<file path="src/rtl/usb_rx_pkg.sv">
// Shared types and helpers for the USB receive packet controller.
package usb_rx_pkg;

    typedef enum logic [2:0] {
        IDLE,
        RD,
        CAP,
        SEND,
        WAIT,
        DRAIN,
        DRAIN_RD,
        DONE
    } state_t;

    localparam logic [3:0] PID_OUT   = 4'h1;
    localparam logic [3:0] PID_IN    = 4'h9;
    localparam logic [3:0] PID_DATA0 = 4'h3;
    localparam logic [3:0] PID_DATA1 = 4'hB;
    localparam logic [3:0] PID_ACK   = 4'h2;

    // A PID byte carries its 4-bit code followed by the one's complement of that code.
    function automatic logic pid_ok(input logic [7:0] pid_byte);
        return pid_byte[7:4] == ~pid_byte[3:0];
    endfunction

endpackage

</file>
<file path="src/rtl/usb_rx_packet_ctrl.sv">
// Drains the receiver FIFO one byte at a time, validates the PID byte, forwards the payload
// downstream and reports each packet's PID, length and error status when the packet ends.
module usb_rx_packet_ctrl
    import usb_rx_pkg::*;
#(
    parameter int MAX_LEN = 64,
    localparam int LEN_W  = $clog2(MAX_LEN + 1)
) (
    input  logic             clk,
    input  logic             rst,
    input  logic             rx_empty,
    input  logic             rx_rcving,
    input  logic             rx_error,
    input  logic [7:0]       rx_data,
    output logic             rx_r_enable,
    output logic             out_valid,
    input  logic             out_ready,
    output logic [7:0]       out_data,
    output logic             out_sop,
    output logic [3:0]       pkt_pid,
    output logic [LEN_W-1:0] pkt_len,
    output logic             pkt_done,
    output logic             pkt_err,
    output state_t           dbg_state
);

    // Handshake: a byte moves on any rising edge where out_valid && out_ready. Once raised,
    // out_valid stays high and out_data/out_sop stay frozen until that edge.

    state_t state;
    logic   err;
    logic   first;
    logic   err_set;

    assign dbg_state = state;

    always_comb begin
        err_set = 1'b0;
        if (rx_error && (state == RD || state == CAP || state == SEND || state == WAIT))
            err_set = 1'b1;
    end

    always_ff @(posedge clk) begin
        if (rst) begin
            state       <= IDLE;
            err         <= 1'b0;
            first       <= 1'b0;
            rx_r_enable <= 1'b0;
            out_valid   <= 1'b0;
            out_data    <= '0;
            out_sop     <= 1'b0;
            pkt_pid     <= '0;
            pkt_len     <= '0;
            pkt_done    <= 1'b0;
            pkt_err     <= 1'b0;
        end else begin
            rx_r_enable <= 1'b0;
            pkt_done    <= 1'b0;
            pkt_err     <= 1'b0;
            if (err_set)
                err <= 1'b1;

            case (state)
                IDLE: begin
                    if (!rx_empty) begin
                        pkt_len     <= '0;
                        err         <= 1'b0;
                        first       <= 1'b1;
                        rx_r_enable <= 1'b1;
                        state       <= RD;
                    end
                end
                RD: state <= CAP;
                CAP: begin
                    if (first) begin
                        if (pid_ok(rx_data)) begin
                            pkt_pid <= rx_data[3:0];
                            first   <= 1'b0;
                            state   <= WAIT;
                        end else begin
                            err   <= 1'b1;
                            state <= DRAIN;
                        end
                    end else if (pkt_len == LEN_W'(MAX_LEN)) begin
                        // Overflow byte is dropped; pkt_len stays pinned at MAX_LEN.
                        err   <= 1'b1;
                        state <= DRAIN;
                    end else begin
                        out_data  <= rx_data;
                        out_sop   <= (pkt_len == '0);
                        out_valid <= 1'b1;
                        pkt_len   <= pkt_len + LEN_W'(1);
                        state     <= SEND;
                    end
                end
                SEND: begin
                    if (out_ready) begin
                        out_valid <= 1'b0;
                        out_sop   <= 1'b0;
                        state     <= WAIT;
                    end
                end
                WAIT: begin
                    if (err) begin
                        state <= DRAIN;
                    end else if (!rx_empty) begin
                        rx_r_enable <= 1'b1;
                        state       <= RD;
                    end else if (!rx_rcving) begin
                        pkt_done <= 1'b1;
                        pkt_err  <= err | err_set;
                        state    <= DONE;
                    end
                end
                DRAIN: begin
                    if (!rx_empty) begin
                        rx_r_enable <= 1'b1;
                        state       <= DRAIN_RD;
                    end else if (!rx_rcving) begin
                        pkt_done <= 1'b1;
                        pkt_err  <= err;
                        state    <= DONE;
                    end
                end
                DRAIN_RD: state <= DRAIN;
                DONE:     state <= IDLE;
                default:  state <= IDLE;
            endcase
        end
    end

endmodule

</file>
<file path="config.mk">
export PLATFORM = sky130hd
export DESIGN_NAME = usb_rx_packet_ctrl
export DESIGN_NICKNAME = d
export VERILOG_FILES = /design/src/rtl/usb_rx_pkg.sv /design/src/rtl/usb_rx_packet_ctrl.sv
export SDC_FILE = /design/constraint.sdc
export NUM_CORES = 1
export LEC_CHECK = 0
export BUFFER_PORTS_ARGS = -buffer_cell sky130_fd_sc_hd__buf_4
export CORE_MARGIN = 3
export CORE_UTILIZATION = 45
export DETAILED_ROUTE_END_ITERATION = 10
export GPL_TIMING_DRIVEN = 0
export PLACE_DENSITY = 0.77
export REMOVE_ABC_BUFFERS = 1
export SETUP_SLACK_MARGIN = 0.1
export SYNTH_ARGS = -nofsm -noshare
export SYNTH_HDL_FRONTEND = slang
export SYNTH_SLANG_ARGS = --single-unit
export TNS_END_PERCENT = 20
</file>
<file path="constraint.sdc">
create_clock -name clk -period 1.7 [get_ports clk]
set_input_delay 0.17 -clock clk [delete_from_list [all_inputs] [get_ports clk]]
set_output_delay 0.17 -clock clk [all_outputs]
set_load 0.03 [all_outputs]
</file>
==> results.md <==
- The detailed router finished its first iteration with 97 violations.
- Per report_power, the combinational group accounts for 31.4% of the total.
- The slowest stage cell on the critical path is or4b_4.
- Broken down by cell family, the worst path's largest delay share belongs to simple AND/OR/NAND/NOR gates.
- In the layout the commonest cells are buf_4 (50), dfxtp_1 (25), nand2_1 (20).
- The CTS clock-pin slew for the worst setup and hold paths is ~0.090 ns.
- The signal on the critical path passes through or4b_4 > a31o_4 > or3_4 > a21oi_2.
- The startpoint identified for the worst hold timing path is rx_rcving.
- Counting I/O delays and the setup requirement, the final critical path takes 1.68 ns.
- The number of sinks driven by the clock tree is 29.
- The die area is 3750 sq um.
- The beginning of the worst register-to-register path is dbg_state[0].
- In the synthesized netlist the dominant register cell turns out to be dfxtp_1.
- The number of buffers added by the clock tree synthesis step is 5.
- The number of cells in the finished layout apart from fillers is roughly 240.
- The most frequent standard cell in the layout excluding fill and tap cells is buf_4.
- The height of the chip is 61.2 um.
- After synthesis, the share of flip-flops with an asynchronous set or reset is 0%.
- The part of the Yosys area used for sequential elements is between 40% and 50%.
- Counting the fill cells in the layout gives 244.
- The required time of the critical path is 1.97 ns.
- At the end of routability-driven placement, the weighted congestion stood at 0.805.
- The max-slew violation count is 0.
- The count of vias placed by the detailed router is 1339.
- The final routed wire length divided by cell count is 14.0 um.
- The depth of the CTS H-tree is 2.
- For this run, the detailed router's first-pass iteration total came to 4.
- The worst setup slack after placement is -0.269 ns.
- The number of antenna violations at the first check in global routing is 0.
- Setup repair after global routing could not meet its margin everywhere.
- The initialized floorplan defines 19 standard-cell rows.
- The flow ran to the end, and the final reports show no timing, DRC or antenna violations.
- Across all register-to-register paths, the minimum setup slack is 0.02 ns.
- The startpoint kind of the worst setup timing path is a register.
- The remaining antenna violation count is 0.
- In this run the number of cells on the critical path is 4.
- For this run the aggregate overflow at the end of global routing stands at 0.
- Across all hold checks on the routed design, the worst slack comes to 0.0194 ns.
- The worst-case IR drop observed on VDD is 0.564 mV.
- Net switching is a little over a third of the power.
- The maximum clock path buffer count is 2.
- The switching component of the power is 0.599 mW.
- The Yosys step of the flow raised 0 warnings.
- The tree is rooted in a clkbuf_4.
- TritonCTS built the clock tree.
- After detailed placement, the design holds a cell count of 223.
- The initial core utilization is 48.5%.
- The number of cells on the worst reg-to-reg path is 4.
- Counting both buffers and inverters, the worst setup path holds a total of 0.
- Measured against its own limit, the worst slew margin works out to 72.6%.
- The DRC violation count after routing is 0.
- The vias per cell is 5.56.
- The highest clock frequency the design can meet is 595 MHz.
- After layout, the worst path uses between 90% and 100% of the clock period.
- The most critical setup path has its startpoint at dbg_state[0].
- The actual slew at the worst max-slew pin is just over 0.4 ns.
- In this design, the stage delay of the slowest critical-path cell is 0.57 ns.
- The internal power of the cells totals around 1.1 mW.
- The pin count of the biggest net entering global routing is 25.
- The capturing element type of the critical path is a register.
- Averaged over all synthesized cells, the footprint is between 8 and 9 sq um.
- The area of all sequential standard cells is 596 sq um.
- The register bit count reported by yosys is 29.
- The worst hold path belongs to the class input port to register.
- Summed over all nets, the half-perimeter wirelength after detailed placement is 2240 um.
- The critical path is of the register to register type.
- Summed over all layers, the routed wires come to 3380 um.
- The fraction of final layout cells sized beyond drive strength 1 is 35.7%.
- The worst reg2reg path endpoint is pkt_len[2].
- The number of max-cap violations is 0.
- The cell area after technology mapping is 1370 sq um.
- The count of hold buffers inserted by post-cts repair is 0.
- Pin placement for this block handled 41 I/O pins.
- 0 antenna diodes ended up in the layout.
- Clock skew on the completed layout was measured at 0.00430 ns.
- The critical path arrival is 1.95 ns.
- The number of enable-type register cells in the synthesized netlist is 0.
- The power per cell area is 927 nW/um^2.
- The area growth from synthesis to layout is 34.8%.
- Per report_power, the clock group accounts for 23.4% of the total.
- The end point of the critical path is pkt_len[2].
- The number of instances in the synthesized netlist is 161.
- The total track usage is 19.1%.
- Summing all multi-input logic gate instances after layout gives 768 sq um.
- The count of buffers inserted at the top-level ports is 40.
- After floorplanning, the core was sized to cover 2830 sq um.
- The number of hold violations in the final report came to 0.
- The net count of the finished layout is ~230.
- The first-pass GRT wire length is 5240 um.
- The final critical-path setup slack is between 0.02 and 0.025 ns.
- The number of global-route vias before repair is ~1200.
- Synthesis instantiated 35 different standard cells from the library.
- The analysis attributes to cell leakage a power of just over 0.7 nW.
- Total power for the finished layout comes to 1.71 mW.
- Clock latency on the worst-skew pair, taken at its later pin, is 0.33 ns.
- From left edge to right edge, the die measures a little over 60 um.
- Setup violations remaining at the end of the flow were counted as 0.
- The part of the total power dissipated in sequential elements is 45.2%.
- The maximum fanout count along the critical path is 5.
[Yosys cell counts, types with 2 or more instances]
| master | number | area (sq um) |
|---|---|---|
| nand2_1 | 24 | 90.1 |
| nor4_1 | 2 | 12.5 |
| nor3_1 | 3 | 15.0 |
| nand4_1 | 7 | 43.8 |
| xnor2_1 | 3 | 26.3 |
| clkbuf_1 | 6 | 22.5 |
| o31a_1 | 2 | 17.5 |
| a31oi_1 | 5 | 31.3 |
| inv_1 | 5 | 18.8 |
| nand2b_1 | 4 | 25.0 |
| a21boi_0 | 2 | 15.0 |
| xor2_1 | 6 | 52.6 |
| nand3_1 | 5 | 25.0 |
| nor2b_1 | 5 | 31.3 |
| a21oi_1 | 21 | 105 |
| nor2_1 | 6 | 22.5 |
| buf_6 | 2 | 22.5 |
| dfxtp_1 | 29 | 581 |
| o21ai_0 | 6 | 30.0 |
| ha_1 | 2 | 25.0 |
| nor3b_1 | 2 | 15.0 |
[state kept, by name, indices dropped and copies added, names as in the netlist]
signal / flops
dbg_state: 3
err: 1
first: 1
out_data: 8
out_sop: 1
out_valid: 1
pkt_done: 1
pkt_err: 1
pkt_len: 7
pkt_pid: 4
rx_r_enable: 1
[kinds of logic after synthesis]
kind of cell             Yosys count  synth area share [%]
AO/OA/AOI/OAI                     41                  19.3
adder cells (fa/ha/maj)            2                  1.82
buffers and inverters             14                  5.02
XOR/XNOR                           9                  5.75
flip-flops                        29                  42.3
AND/OR/NAND/NOR                   66                  25.8
[final cells by class]
type | count | share of cell area [%]
Multi-Input combinational cell | 118 | 41.6
Sequential cell | 29 | 32.2
Inverter | 5 | 1.02
Clock inverter | 2 | 0.542
Tap cell | 31 | 2.10
Clock buffer | 6 | 2.23
Timing Repair Buffer | 50 | 20.3
[stage by stage]
stage                     TNS (ns)  area [sq um]  utilization [%]
after floorplan             -0.770          1320                -
after global placement      -0.400          1660             58.7
after detailed placement     -1.37          1660             58.7
after CTS                        0          1810             64.0
after global routing       -0.0150          1850             65.3
final                            0          1850             65.3
[worst min-delay path by stage]
stage,end,slack [ns],depth (start not counted)
finish,pkt_done,0.02,2
CTS,pkt_done,0.01,2
global placement,pkt_done,0.37,2
global route,pkt_done,0.004,2
detailed placement,pkt_done,0.37,2
floorplan,out_data[0],0.24,1
[metal layers]
metal | global-route usage, % | up-vias | part of all wire, %
met5 | 0 | - | 0
met4 | 8.36 | 0 | 1.6
met3 | 7.76 | 5 | 6.2
met2 | 26.0 | 41 | 45
met1 | 26.3 | 624 | 47
li1 | - | 669 | -
[power groups by stage]
stage                     Sequential (mW)  Clock, mW  Combinational, mW
after floorplan                     0.882          0              0.200
after global placement              0.813          0              0.420
after detailed placement            0.816          0              0.427
after CTS                           0.772      0.408              0.519
after global routing                0.784      0.442              0.587
final                               0.775      0.400              0.538
[repair_timing]
item	CTS	global route
pin swaps	2	5
endpoints found under the setup margin	24	17
resized for setup	9	10
setup buffers	10	0
Note: power is estimated with default switching activity, not from simulation.
